### config.mk
export PLATFORM = sky130hd
export DESIGN_NAME = sqrt_arbiter
export DESIGN_NICKNAME = d
export VERILOG_FILES = /design/src/rtl/sqrt_arbiter.sv
export SDC_FILE = /design/constraint.sdc
export NUM_CORES = 1
export LEC_CHECK = 0
export ABC_AREA = 1
export BUFFER_PORTS_ARGS = -buffer_cell sky130_fd_sc_hd__buf_2
export CAP_MARGIN = 10
export CORE_UTILIZATION = 51
export DETAILED_ROUTE_END_ITERATION = 16
export GPL_ROUTABILITY_DRIVEN = 0
export PLACE_DENSITY = 0.85
export SKIP_LAST_GASP = 1
export SYNTH_ARGS = -nofsm -noshare
export SYNTH_HDL_FRONTEND = slang
export SYNTH_SLANG_ARGS = --single-unit
### constraint.sdc
create_clock -name Clock -period 6.2 [get_ports Clock]
set_input_delay 0.31 -clock Clock [delete_from_list [all_inputs] [get_ports Clock]]
set_output_delay 0.31 -clock Clock [all_outputs]
set_load 0.03 [all_outputs]
### src/rtl/sqrt_arbiter.sv
// sqrt_arbiter: round-robin sharing of one iterative square-root engine among NREQ requesters.
// Optional engine-done watchdog at capture is enabled by defining SQRT_ARB_WDOG_EN.
`ifndef INPUTWIDTH
`define INPUTWIDTH 16
`endif
`ifndef EXECB
`define EXECB 3'b100
`endif
`ifndef SQRT
`define SQRT 4'b1010
`endif

// state   | meaning
// IDLE    | waiting for a request; arbitration happens only here
// ISSUE   | engine strobe asserted, counting N/2 edges
// CAPTURE | strobe dropped; latch engine root and raise resp_valid
// RESP    | holding result until the owner acks
module sqrt_arbiter #(
  parameter int N    = `INPUTWIDTH,
  parameter int NREQ = 4
) (
  input  logic              Clock,
  input  logic              reset,
  input  logic [NREQ-1:0]   req,
  input  logic [NREQ*N-1:0] req_data,
  output logic [NREQ-1:0]   gnt,
  output logic [NREQ-1:0]   resp_valid,
  output logic [N/2-1:0]    resp_root,
  output logic              resp_err,
  input  logic [NREQ-1:0]   resp_ack,
  output logic              busy,
  output logic              eng_reset,
  output logic [2:0]        eng_state,
  output logic [3:0]        eng_opcode,
  output logic [N-1:0]      eng_num,
  input  logic              eng_done,
  input  logic [N/2-1:0]    eng_root
);

  localparam int HALF = N / 2;
  localparam int OW   = (NREQ > 1) ? $clog2(NREQ) : 1;
  localparam int CW   = $clog2(HALF + 1);

  localparam logic [1:0] IDLE    = 2'd0;
  localparam logic [1:0] ISSUE   = 2'd1;
  localparam logic [1:0] CAPTURE = 2'd2;
  localparam logic [1:0] RESP    = 2'd3;

  logic [1:0]      state;
  logic [OW-1:0]   rr_ptr;
  logic [OW-1:0]   owner;
  logic [CW-1:0]   count;
  logic [NREQ-1:0] req_rot;
  logic [OW-1:0]   off;
  logic [OW:0]     win_sum;
  logic [OW-1:0]   winner;
  logic [OW-1:0]   owner_next;

  // Rotate so the rr pointer sits at bit 0; the lowest set bit is then the winner offset.
  assign req_rot = NREQ'({req, req} >> rr_ptr);

  always_comb begin
    off = '0;
    for (int k = NREQ - 1; k >= 0; k--) begin
      if (req_rot[k]) off = OW'(k);
    end
  end

  assign win_sum    = {1'b0, rr_ptr} + {1'b0, off};
  assign winner     = (win_sum >= (OW+1)'(NREQ)) ? OW'(win_sum - (OW+1)'(NREQ))
                                                 : win_sum[OW-1:0];
  assign owner_next = (owner == OW'(NREQ - 1)) ? '0 : owner + 1'b1;

  assign busy = (state != IDLE);

`ifdef SQRT_ARB_WDOG_EN
  logic wdog_pulse;
  assign eng_reset = reset | wdog_pulse;
`else
  logic unused_done;
  assign unused_done = eng_done;
  assign eng_reset   = reset;
  assign resp_err    = 1'b0;
`endif

  always_ff @(posedge Clock) begin
    if (reset) begin
      state      <= IDLE;
      rr_ptr     <= '0;
      owner      <= '0;
      count      <= '0;
      gnt        <= '0;
      resp_valid <= '0;
      resp_root  <= '0;
      eng_state  <= '0;
      eng_opcode <= '0;
      eng_num    <= '0;
`ifdef SQRT_ARB_WDOG_EN
      resp_err   <= 1'b0;
      wdog_pulse <= 1'b0;
`endif
    end else begin
      gnt <= '0;
`ifdef SQRT_ARB_WDOG_EN
      wdog_pulse <= 1'b0;
`endif
      case (state)
        IDLE: begin
          if (|req) begin
            gnt        <= NREQ'(1) << winner;
            eng_num    <= req_data[winner*N +: N];
            owner      <= winner;
            eng_state  <= `EXECB;
            eng_opcode <= `SQRT;
            count      <= CW'(1);
            state      <= ISSUE;
          end
        end
        ISSUE: begin
          count <= count + 1'b1;
          // One more strobe edge would restart the engine.
          if (count == CW'(HALF)) begin
            eng_state  <= '0;
            eng_opcode <= '0;
            state      <= CAPTURE;
          end
        end
        CAPTURE: begin
          resp_valid <= NREQ'(1) << owner;
          rr_ptr     <= owner_next;
          state      <= RESP;
`ifdef SQRT_ARB_WDOG_EN
          if (eng_done) begin
            resp_root <= eng_root;
            resp_err  <= 1'b0;
          end else begin
            resp_root  <= '0;
            resp_err   <= 1'b1;
            wdog_pulse <= 1'b1;
          end
`else
          resp_root <= eng_root;
`endif
        end
        RESP: begin
          if (resp_ack[owner]) begin
            resp_valid <= '0;
`ifdef SQRT_ARB_WDOG_EN
            resp_err   <= 1'b0;
`endif
            state      <= IDLE;
          end
        end
        default: state <= IDLE;
      endcase
    end
  end

endmodule

## Word-level counts from Yosys, hierarchy flattened

Cells that the tools add are included.

- Bits of input ports: 83
- Output and inout bits: 42
- Flip-flop bits (word level): 49
- Logic and storage cells: 63

- Equal/unequal tests: 8
- Multiplexer cells: 22
- Reductions and logical operators: 11
- Bitwise gates (word level): 2
- Magnitude comparators: 2
- Shifts and indexed selects: 4
- Add/sub/neg operators: 4

Operators by type and width:

| cell | number |
|---|---|
| indexed part select 64 x 7 -> 16 bit | 1 |
| one-hot mux 4 bit (2 select lines) | 3 |
| two-way mux 2 bit | 9 |
| two-way mux 4 bit | 4 |
| one-hot mux 2 bit (4 select lines) | 1 |
| << shifter 1 x 2 -> 4 bit, first input constant | 2 |
| >> shifter 8 x 2 -> 4 bit | 1 |
| equality test 2 bit, second input constant | 3 |
| two-way mux 3 bit | 2 |
| != test 2 bit, second input constant | 3 |
| one-hot mux 3 bit (2 select lines) | 1 |
| AND reduction 2 bit | 3 |
| AND reduction 3 bit | 2 |
| nonzero test 2 bit | 3 |
| adder 4 x 1 -> 4 bit, second input constant | 1 |
| equality test 4 bit, second input constant | 1 |
| OR reduction 4 bit | 1 |
| adder 2 x 2 -> 3 bit | 1 |
| greater-or-equal comparator 3 bit, second input constant | 1 |
| less-than comparator 2 x 3 -> 1 bit, second input constant | 1 |
| OR reduction 3 bit | 1 |
| adder 2 x 1 -> 2 bit, second input constant | 1 |
| binary-select mux 1 bit (select 2 bit) | 1 |
| equality test 2 x 1 -> 1 bit, second input constant | 1 |
| 4 further kinds | 5 |

## Logic depth before layout (Yosys ltp)

Gate-level depths: netlist of the first run.

- Depth after elaboration: 9
- Depth in mapped cells: 16
- Mapped depth without buffers: 15

## Least setup slack after synthesis of the first run

Ideal clock, no wire load.

- Kind: reg-to-reg
- Start point: register rr_ptr[0]
- End point: register eng_num[4]
- Data arrival time: 2.030 ns
- Library setup time: 0.056 ns
- Data required time: 6.144 ns
- Buffers on the path: 2
- Cell stages (with the launch flop): 17
- Setup slack: 4.114 ns
- Clock period less this slack: 2.086 ns
- Cells stage by stage: dfxtp_1 -> inv_2 -> nand2_1 -> nand3_1 -> nand2_1 -> nand3_1 -> a21boi_0 -> ha_1 -> buf_2 -> clkinv_1 -> clkbuf_1 -> nand2_1 -> nand2_1 -> nand2_4 -> nand3_2 -> nand2_1 -> inv_1

- Cells in the longest elaborated chain, start to end: 9
- Elaborated cells on any way between the ends: 10
- Classes of those cells: 2 x add/sub; 1 x order compare; 2 x shift; 5 x mux

RTL lines:

| item | line | RTL |
|---|---|---|
| start: declaration | 50 | `logic [OW-1:0] rr_ptr;` |
| start signal: assignment | 130 | `rr_ptr <= owner_next;` |
| >> shifter 8 x 2 -> 4 bit | 60 | `assign req_rot = NREQ'({req, req} >> rr_ptr);` |
| two-way mux 2 bit (4 in series) | 65 | `if (req_rot[k]) off = OW'(k);` |
| adder 2 x 2 -> 3 bit * | 69 | `assign win_sum = {1'b0, rr_ptr} + {1'b0, off};` |
| via win_sum[0] | 55 | `logic [OW:0] win_sum;` |
| greater-or-equal comparator 3 bit or subtractor 2 x 1 -> 2 bit (tied branches) | 70 | `assign winner = (win_sum >= (OW+1)'(NREQ)) ? OW'(win_sum - (OW+1)'(NREQ))` |
| two-way mux 2 bit * | 70 |  |
| indexed part select 64 x 7 -> 16 bit * | 111 | `eng_num <= req_data[winner*N +: N];` |
| end signal: assignment | 111 |  |
| end: declaration | 35 | `output logic [N-1:0] eng_num,` |

Mark *: on every way through the listed nets, which the timed path passes. The rest lies on a longest branch.
A chain may end at the register's enable or synchronous reset.

## Worst setup path after layout of the first run

- Start point: register rr_ptr[0]
- End point: register eng_num[0]

Same word-level chain as after synthesis.

==> results of run 1 <==
## stage by stage
| stage | std cells | instance area (sq um) | util (%) | setup slack [ns] | hold WS [ns] |
|---|---|---|---|---|---|
| 3_5_place_dp | 592 | 3300 | 63.7 | 2.36 | 0.452 |
| 3_3_place_gp | 592 | 3300 | 63.7 | 2.55 | 0.445 |
| 4_1_cts | 599 | 3380 | 65.4 | 2.35 | 0.232 |
| 2_1_floorplan | 430 | 2770 | - | 4.11 | 0.445 |
| 6_report | 599 | 3380 | 65.4 | 2.39 | 0.235 |
| 5_1_grt | 599 | 3380 | 65.4 | 1.84 | 0.238 |
## power by group
part	leakage [uW]	switching, uW	internal [uW]
clock network	0.0000470	87.7	87.3
logic	0.00160	834	378
registers	0.000354	53.8	367
total	0.00201	976	832
## cell usage after synthesis (2+ instances only)
library cell and n:
nand2_1 154, nor2_1 57, dfxtp_1 43, nand3_1 35, inv_1 30, o21ai_0 16
buf_4 11, clkbuf_1 11, ha_1 11, nand2_4 11, a21oi_1 10, nand3_2 9
buf_2 3, inv_2 3, clkinv_1 2, nand2_2 2, nand3_4 2, nand4_1 2
nor2_2 2, xor2_1 2
## area by class of cell
cell class | count | area, sq um | area share [%]
Tap cell | 70 | 87.6 | 2.59
Multi-Input combinational cell | 325 | 1620 | 47.8
Clock buffer | 6 | 82.6 | 2.44
Timing Repair Buffer | 119 | 598 | 17.7
Sequential cell | 43 | 861 | 25.4
Clock inverter | 1 | 5.00 | 0.148
Inverter | 35 | 131 | 3.88
## flip-flops by register name (all words and copies together), names as in the netlist
name / flops
eng_num: 16
eng_opcode: 1
count: 4
owner: 2
state: 2
rr_ptr: 2
resp_valid: 4
resp_root: 8
gnt: 4
## kinds of logic (layout without fill, tap and decap cells)
logic type | count (synthesis) | after routing | synth area share [%]
and+or+nand+nor | 275 | 275 | 45.6
buffers and inverters | 62 | 161 | 10.7
DFF | 43 | 43 | 31.2
AOI/OAI and AO/OA | 31 | 31 | 6.17
adders and majority gates | 11 | 11 | 4.99
xor gates and xnor gates | 3 | 3 | 1.22
other | 1 | 5 | 0.136
## path summary, 6_finish.rpt
path	startpoint	end	slack (ns)	cells past startpoint
max	rr_ptr[0]$_SDFFE_PP0P_	eng_num[0]$_SDFFE_PP0N_	2.39	13
min	eng_root[1]	resp_root[1]$_SDFFE_PP0P_	0.23	3
max reg2reg	rr_ptr[0]$_SDFFE_PP0P_	eng_num[0]$_SDFFE_PP0N_	2.39	13
min reg2reg	resp_valid[2]$_SDFFE_PP0P_	resp_valid[2]$_SDFFE_PP0P_	0.46	2
## per-layer routing
metal,vias to the layer above,GRT usage [%],routed length [um]
li1,1511,-,-
met1,1228,28.5,2830
met2,80,40.1,3150
met3,6,5.56,286
met4,0,7.00,67
met5,-,0,0
## worst max-delay path, delay by kind of cell (launching register included)
family | cells | cell delay (ns)
and+or+nand+nor | 8 | 0.91
DFF | 1 | 0.47
adders and majority gates | 1 | 1.02
AOI/OAI and AO/OA | 1 | 0.09
buffers and inverters | 3 | 1.21
==> flow_summary.toml, run 1 <==
[status]
status = "finished clean"

[min_path]
min_path_type = "in2reg"

[die]
design.core.area_sq_um = 5170
die_height_um = 75.6
start_util_pct = 53.3
fp.dieW_um = 75.6
rows = 26
io_pins = 125
die-area_sq_um = 5710

[global_route]
track_usage_pct = 23.1
overflow = 0
grt_pass1_vias = 2341
grt_max_degree = 37
grt_pass1_wl_um = 10200
grt_antenna_before_repair = 0

[clocking]
cts_buffer_depth = 2
insertion_delay_ns = 0.29
path_clk_slew_ns = 0.08
cts_tree = "done"
cts-buffers-inserted = 5
cts_post_setup_buffers_inserted = 0
cts_hold_buffers = 0
cts_resized = 0
cts_root_buffer = "clkbuf_8"
htreeDepth = 2
cts_sinks = 43

[setup_path]
start_kind = "flip-flop"
end_kind = "flip-flop"
worstPathArrival_ns = 4.00
slowest_delay_ns = 1.09
critPathMostFrequentCell = "nand2_1"
path_cells = "inv_2, nand2_1, nand3_1, nand3_1, a21boi_0, ha_1, clkinv_1, nand2_1, nand2_1, nand3_1, nand3_2, nand2_1, inv_1"
worstPathRequired_ns = 6.39
worst-setup-path-type = "reg2reg"
cp_max_fo = 36
slowest_stage = "clkinv_1"

[finish]
syn_to_final_growth_pct = 22.7
final_nets = 623
final_layout_size_suffix_gt1_share_pct = 29.5
layout_commonest_cell = "nand2_1"
diodes = 0
fillerInstances = 484
most-common-layout-cells = "154 x nand2_1, 118 x buf_2, 57 x nor2_1"

[yosys]
yosys_warnings = 0
synth_cells = 426
synth_cell_type_count = 30
syn_area_sq_um = 2760
avgSynthCellArea_sq_um = 6.48
synth_top_area_share_pct = 31.2
yosysTopAreaCell = "dfxtp_1"
yosys_most_used_dff = "dfxtp_1"
synth-seq-area-share_pct = 31.2
synth_edf_count = 0
ys_seq_elements = 43
async_flop_share_pct = 0
synth.area.top_cells = "dfxtp_1 31%, nand2_1 21%, nor2_1 7.8%"

[routing]
routedWlPerCell_um = 10.6
drt-total-wl_um = 6340
drtAntennaViolNets = 0
drt_iter0_markers = 121
drc = 0
firstDrtPassIters = 4
vias = 2825
viasPerCell = 4.72

[timing]
tightestPinTransition_ns = 1.10
setup_viol = 0
hold_viol_final = 0
period_minus_slack_ns = 3.81
finClkSkew_ns = 0.00860
drv_slew = 0
slew_headroom_pct = 26.6
timing.setup.tns_ns = 0
fmax_mhz = 262
rsz0062_at_grt = "no"
min_period_over_period_pct = 61.5

[job]
max_cap_violations = 0

[power_and_ir_drop]
ir_drop_uv = 293
power_uw = 1810
p_leak_uw = 0.00201
power.density_nw_per_um2 = 534

[place]
dp_hpwl_um = 4690
portBuffers = 118
Note: power is estimated with default switching activity, not from simulation.
==> run 2, diff against run 1 <==
Settings changed: CORE_UTILIZATION 51 to 47, PLACE_DENSITY 0.85 to 0.79.
Clock period 6.2 ns to 3.59 ns, I/O delays scaled along.
==> run 2 against run 1 <==
Effect of this change:
- clock skew decreased by 0.0018 ns
- worst setup slack worse by 1.5 ns
- sequential cell count unchanged
- largest cell class unchanged
- die area is 8.3% higher
==> flow_summary.toml, run 2 (synthesized netlist as in run 1, its figures left out) <==
[setup_path]
slowest_delay_ns = 0.72
path_depth = 13
slowest_stage = "clkinv_1"
worstPathRequired_ns = 3.78
worst-path-buf-inv = 3
end_kind = "flip-flop"
cpLargestDelayFamily = "simple AND/OR/NAND/NOR gates"
worstPathArrival_ns = 2.92
path_cells = "inv_2, nand2_1, nand3_1, nand3_1, a21boi_0, ha_1, clkinv_1, nand2_1, nand2_1, nand2_1, nand3_1, nand2_1, inv_1"
critPathMostFrequentCell = "nand2_1"
r2r_start = "rr_ptr[0]$_SDFFE_PP0P_"
worstSetupStartpoint = "rr_ptr[0]$_SDFFE_PP0P_"
cp_max_fo = 34
worst-setup-path-type = "reg2reg"
r2r-end = "eng_num[9]$_SDFFE_PP0N_"
reg2reg_depth = 13
r2r_setup_slack_ns = 0.86
start_kind = "flip-flop"

[routing]
wl_met1_um = 2800
vias = 2877
drtAntennaViolNets = 0
routedWlPerCell_um = 10.8
drt_iter0_markers = 125
route.met2.wl_um = 3320
drt-total-wl_um = 6490
drc = 0
viasPerCell = 4.77
wl_met3_um = 311
highest_layer = "met4"
firstDrtPassIters = 4

[clocking]
cts_buffer_depth = 2
cts_resized = 0
insertion_delay_ns = 0.29
cts_hold_buffers = 0
cts_root_buffer = "clkbuf_8"
cts-buffers-inserted = 5
htreeDepth = 2
cts_post_setup_buffers_inserted = 0
cts_sinks = 43
path_clk_slew_ns = 0.08
cts_tree = "done"

[finish]
diodes = 0
final_nets = 624
reg_top3 = "eng_num (16), resp_root (8)"
regMostFlops = "eng_num"
most-common-layout-cells = "154 x nand2_1, 118 x buf_2, 57 x nor2_1"
syn_to_final_growth_pct = 22.9
final_layout_size_suffix_gt1_share_pct = 29.6
layout_commonest_cell = "nand2_1"
fillerInstances = 521
largest_reg_flops = 16

[min_path]
hold_path_depth = 3
hold_start = "eng_root[3]"
min_path_type = "in2reg"
min_to = "resp_root[3]$_SDFFE_PP0P_"

[die]
rows = 27
fp.dieW_um = 78.6
start_util_pct = 49.5
die-area_sq_um = 6180
io_pins = 125
design.core.area_sq_um = 5570
die_height_um = 78.6

[global_route]
grt_antenna_before_repair = 0
overflow = 0
grt_max_degree = 37
track_usage_pct = 22.0
grt_pass1_wl_um = 11200
grt_pass1_vias = 2602

[place]
dp_slack_ns = 0.882
dp_hpwl_um = 4720
portBuffers = 118

[power_and_ir_drop]
p_seq_share_pct = 23.3
p_leak_uw = 0.00200
ir_drop_uv = 567
internal_power_uw = 1420
p_clk_share_pct = 9.6
power.density_nw_per_um2 = 923
p_comb_share_pct = 67.1
p_sw_uw = 1710
p_sw_share_pct = 54.6

[timing]
fmax_mhz = 366
setup_viol = 0
tightestPinTransition_ns = 0.923
whs_ns = 0.108
min_period_over_period_pct = 76.1
period_minus_slack_ns = 2.73
finClkSkew_ns = 0.00682
fin_ws_ns = 0.856
rsz0062_at_grt = "no"
slew_headroom_pct = 38.1
hold_viol_final = 0
timing.setup.tns_ns = 0
drv_slew = 0

[status]
status = "finished clean"

[job]
max_cap_violations = 0
## run 2: cell types whose count changed in the layout (fill, tap and decap cells not counted), sizes merged
cell      before  now
buf          119  120
clkinvlp       0    1
## run 2: tightest hold or removal path, cell delays in order
cell and delay [ns]:
buf_2 0.07, nor2_1 0.03, nor2_1 0.08
## run 2: metrics by stage
stage	cell area [sq um]	total power [uW]	cells	utilization (%)
2_1_floorplan	2770	2480	430	-
3_3_place_gp	3310	2800	595	59.3
3_5_place_dp	3310	2850	595	59.3
4_1_cts	3390	3160	603	60.9
5_1_grt	3390	3470	603	60.9
6_report	3390	3130	603	60.9
## run 2: layer usage
layer,up-vias,global-route usage [%]
met2,85,40.8
met3,4,4.07
met4,0,5.00
met5,-,0
met1,1270,26.0
li1,1518,-
## run 2: layout make-up
| cell class | count | area (sq um) | area share [%] |
|---|---|---|---|
| multi-input cells | 325 | 1620 | 47.7 |
| well taps | 72 | 90.1 | 2.66 |
| clock inverters | 2 | 12.5 | 0.369 |
| flip-flops and latches | 43 | 861 | 25.4 |
| repair buffers | 120 | 606 | 17.9 |
| inverters | 35 | 131 | 3.87 |
| clock buffers | 6 | 72.6 | 2.14 |
## run 2: worst max-delay path by stage
| stage | endpoint | slack (ns) |
|---|---|---|
| floorplan | eng_num[4]$_SDFFE_PP0N_ | 1.50 |
| global placement | eng_num[8]$_SDFFE_PP0N_ | 1.0 |
| detailed placement | eng_num[9]$_SDFFE_PP0N_ | 0.88 |
| CTS | eng_num[9]$_SDFFE_PP0N_ | 0.86 |
| global route | eng_num[4]$_SDFFE_PP0N_ | 0.41 |
| finish | eng_num[9]$_SDFFE_PP0N_ | 0.86 |
## run 2: power groups by stage
stage / Clock, uW / Combinational (uW) / Sequential (uW)
floorplan: 0 / 1510 / 964
global placement: 0 / 2070 / 734
detailed placement: 0 / 2110 / 738
CTS: 311 / 2120 / 729
global route: 324 / 2400 / 748
finish: 301 / 2100 / 729
==> run 3, diff against run 2 <==
Settings changed: CORE_UTILIZATION 47 to 43, PLACE_DENSITY 0.79 to 0.76.
Clock period 3.59 ns to 2.4 ns, I/O delays scaled along.
==> run 3 against run 2 <==
Effect of this change:
- fmax rose by 21%
- highest routed layer unchanged
- worst setup slack got worse by 0.71 ns
- critical endpoint is now eng_num[7]$_SDFFE_PP0N_
- via count up 0.66%
- first-iteration DRC count is 9.6% lower
- sequential power grew 50%
==> flow_summary.toml, run 3 (synthesized netlist as in run 1, its figures left out) <==
[status]
status = "finished clean"

[global_route]
grt_pass1_vias = 2561
grt_antenna_before_repair = 0
grt_pass1_wl_um = 10600
overflow = 0
grt_max_degree = 35
track_usage_pct = 20.1

[power_and_ir_drop]
power.density_nw_per_um2 = 1410
power_uw = 4940
p_sw_share_pct = 53.0
p_comb_share_pct = 68.6
p_seq_share_pct = 22.0
ir_drop_uv = 906
p_clk_share_pct = 9.3
p_sw_uw = 2620
internal_power_uw = 2320
p_leak_uw = 0.00207

[timing]
fmax_mhz = 444
period_minus_slack_ns = 2.25
min_period_over_period_pct = 93.7
fin_ws_ns = 0.150
finClkSkew_ns = 0.00523
setup_viol = 0
drv_slew = 0
hold_viol_final = 0
timing.setup.tns_ns = 0

[finish]
final_layout_size_suffix_gt1_share_pct = 31.2
regMostFlops = "eng_num"
post_layout_nonfiller_instances = 614
fillerInstances = 598
layout_commonest_cell = "nand2_1"
diodes = 0
reg_top3 = "eng_num (16), resp_root (8)"
largest_reg_flops = 16
final_nets = 633
most-common-layout-cells = "154 x nand2_1, 118 x buf_2, 57 x nor2_1"
syn_to_final_growth_pct = 27.2
design_area_sq_um = 3510

[routing]
vias = 2896
wl_met1_um = 2970
firstDrtPassIters = 4
drt_iter0_markers = 113
viasPerCell = 4.72
routedWlPerCell_um = 10.9
wl_met3_um = 298
route.met2.wl_um = 3360
highest_layer = "met4"
drc = 0
drtAntennaViolNets = 0
drt-total-wl_um = 6680

[setup_path]
r2r-end = "eng_num[7]$_SDFFE_PP0N_"
cp_max_fo = 8
worst-setup-path-type = "reg2reg"
worstPathRequired_ns = 2.60
r2r_setup_slack_ns = 0.15
worstPathArrival_ns = 2.45
start_kind = "flip-flop"
r2r_start = "rr_ptr[0]$_SDFFE_PP0P_"
end_kind = "flip-flop"
reg2reg_depth = 15

[die]
fp.dieW_um = 82.1
die_height_um = 82.1
io_pins = 125
die-area_sq_um = 6740
design.core.area_sq_um = 6060
rows = 28
start_util_pct = 45.5

[clocking]
cts_tree = "done"
insertion_delay_ns = 0.29
cts_buffer_depth = 2
cts-buffers-inserted = 5
path_clk_slew_ns = 0.08
cts_root_buffer = "clkbuf_8"
cts_sinks = 43
htreeDepth = 2
cts_hold_buffers = 0

[place]
dp_hpwl_um = 5030
dp.cells = 604
portBuffers = 118
postPlaceCellArea_sq_um = 3380
dp_slack_ns = -0.0404

[min_path]
hold_path_depth = 3
min_path_type = "in2reg"
hold_start = "eng_root[7]"
min_to = "resp_root[7]$_SDFFE_PP0P_"

[job]
max_cap_violations = 0
## run 3: cell count changes in the layout (fill, tap and decap cells not counted), moves of 2 or more
| cell | before | now |
|---|---|---|
| dfxtp_1 | 43 | 41 |
| buf_4 | 2 | 7 |
| dfxtp_2 | 0 | 2 |
| buf_12 | 0 | 2 |
## run 3: routing by layer
layer | vias to the layer above | GRT usage (%)
li1 | 1532 | -
met1 | 1282 | 23.1
met2 | 78 | 37.6
met3 | 4 | 3.08
met4 | 0 | 6.32
met5 | - | 0
## run 3: timing repair
item / in CTS / in global routing
setup buffers: 0 / 2
endpoints found under the setup margin: 10 / 21
pin swaps: 0 / 2
gates resized for setup: 1 / 3
cloned: 0 / 1
## run 3: power by group through the flow
stage          combinational [uW]  clock, uW  sequential (uW)
2_1_floorplan                2260          0             1440
6_report                     3390        462             1090
3_3_place_gp                 3240          0             1100
5_1_grt                      3810        501             1120
3_5_place_dp                 3310          0             1100
4_1_cts                      3340        478             1090
## run 3: stage by stage
stage,hold WS [ns],util [%]
global placement,0.340,55.8
CTS,0.0493,57.4
finish,0.0516,57.9
global route,0.0583,57.9
detailed placement,0.355,55.8
floorplan,0.255,-
## run 3: cell type report
class | instances | area (sq um) | area share, %
Timing Repair Buffer | 128 | 694 | 19.8
Clock inverter | 1 | 5.00 | 0.143
Sequential cell | 43 | 863 | 24.6
Inverter | 35 | 131 | 3.74
Multi-Input combinational cell | 326 | 1640 | 46.7
Clock buffer | 6 | 82.6 | 2.35
Tap cell | 75 | 93.8 | 2.67
## run 3: worst max path at each step
stage                            from                      end  slack, ns  depth (start not counted)
6_report       rr_ptr[0]$_SDFFE_PP0P_  eng_num[7]$_SDFFE_PP0N_       0.15                         15
5_1_grt        rr_ptr[0]$_SDFFE_PP0P_  eng_num[7]$_SDFFE_PP0N_     -0.001                         15
4_1_cts        rr_ptr[0]$_SDFFE_PP0P_  eng_num[8]$_SDFFE_PP0N_       0.02                         15
3_5_place_dp   rr_ptr[0]$_SDFFE_PP0P_  eng_num[8]$_SDFFE_PP0N_      -0.04                         15
3_3_place_gp   rr_ptr[0]$_SDFFE_PP0P_  eng_num[5]$_SDFFE_PP0N_       0.10                         15
2_1_floorplan  rr_ptr[0]$_SDFFE_PP0P_  eng_num[4]$_SDFFE_PP0N_       0.31                         16
## run 3: worst max-delay path, stage by stage (launching register included)
cell      delay (ns)
dfxtp_2         0.40
inv_2           0.07
nand2_1         0.08
nand3_1         0.07
nand2_1         0.10
nand3_1         0.07
a21boi_0        0.19
ha_1            0.22
xor2_2          0.22
inv_1           0.11
nand3_4         0.16
nand2_4         0.20
nand2_1         0.11
nand3_1         0.06
nand2_1         0.06
inv_1           0.03
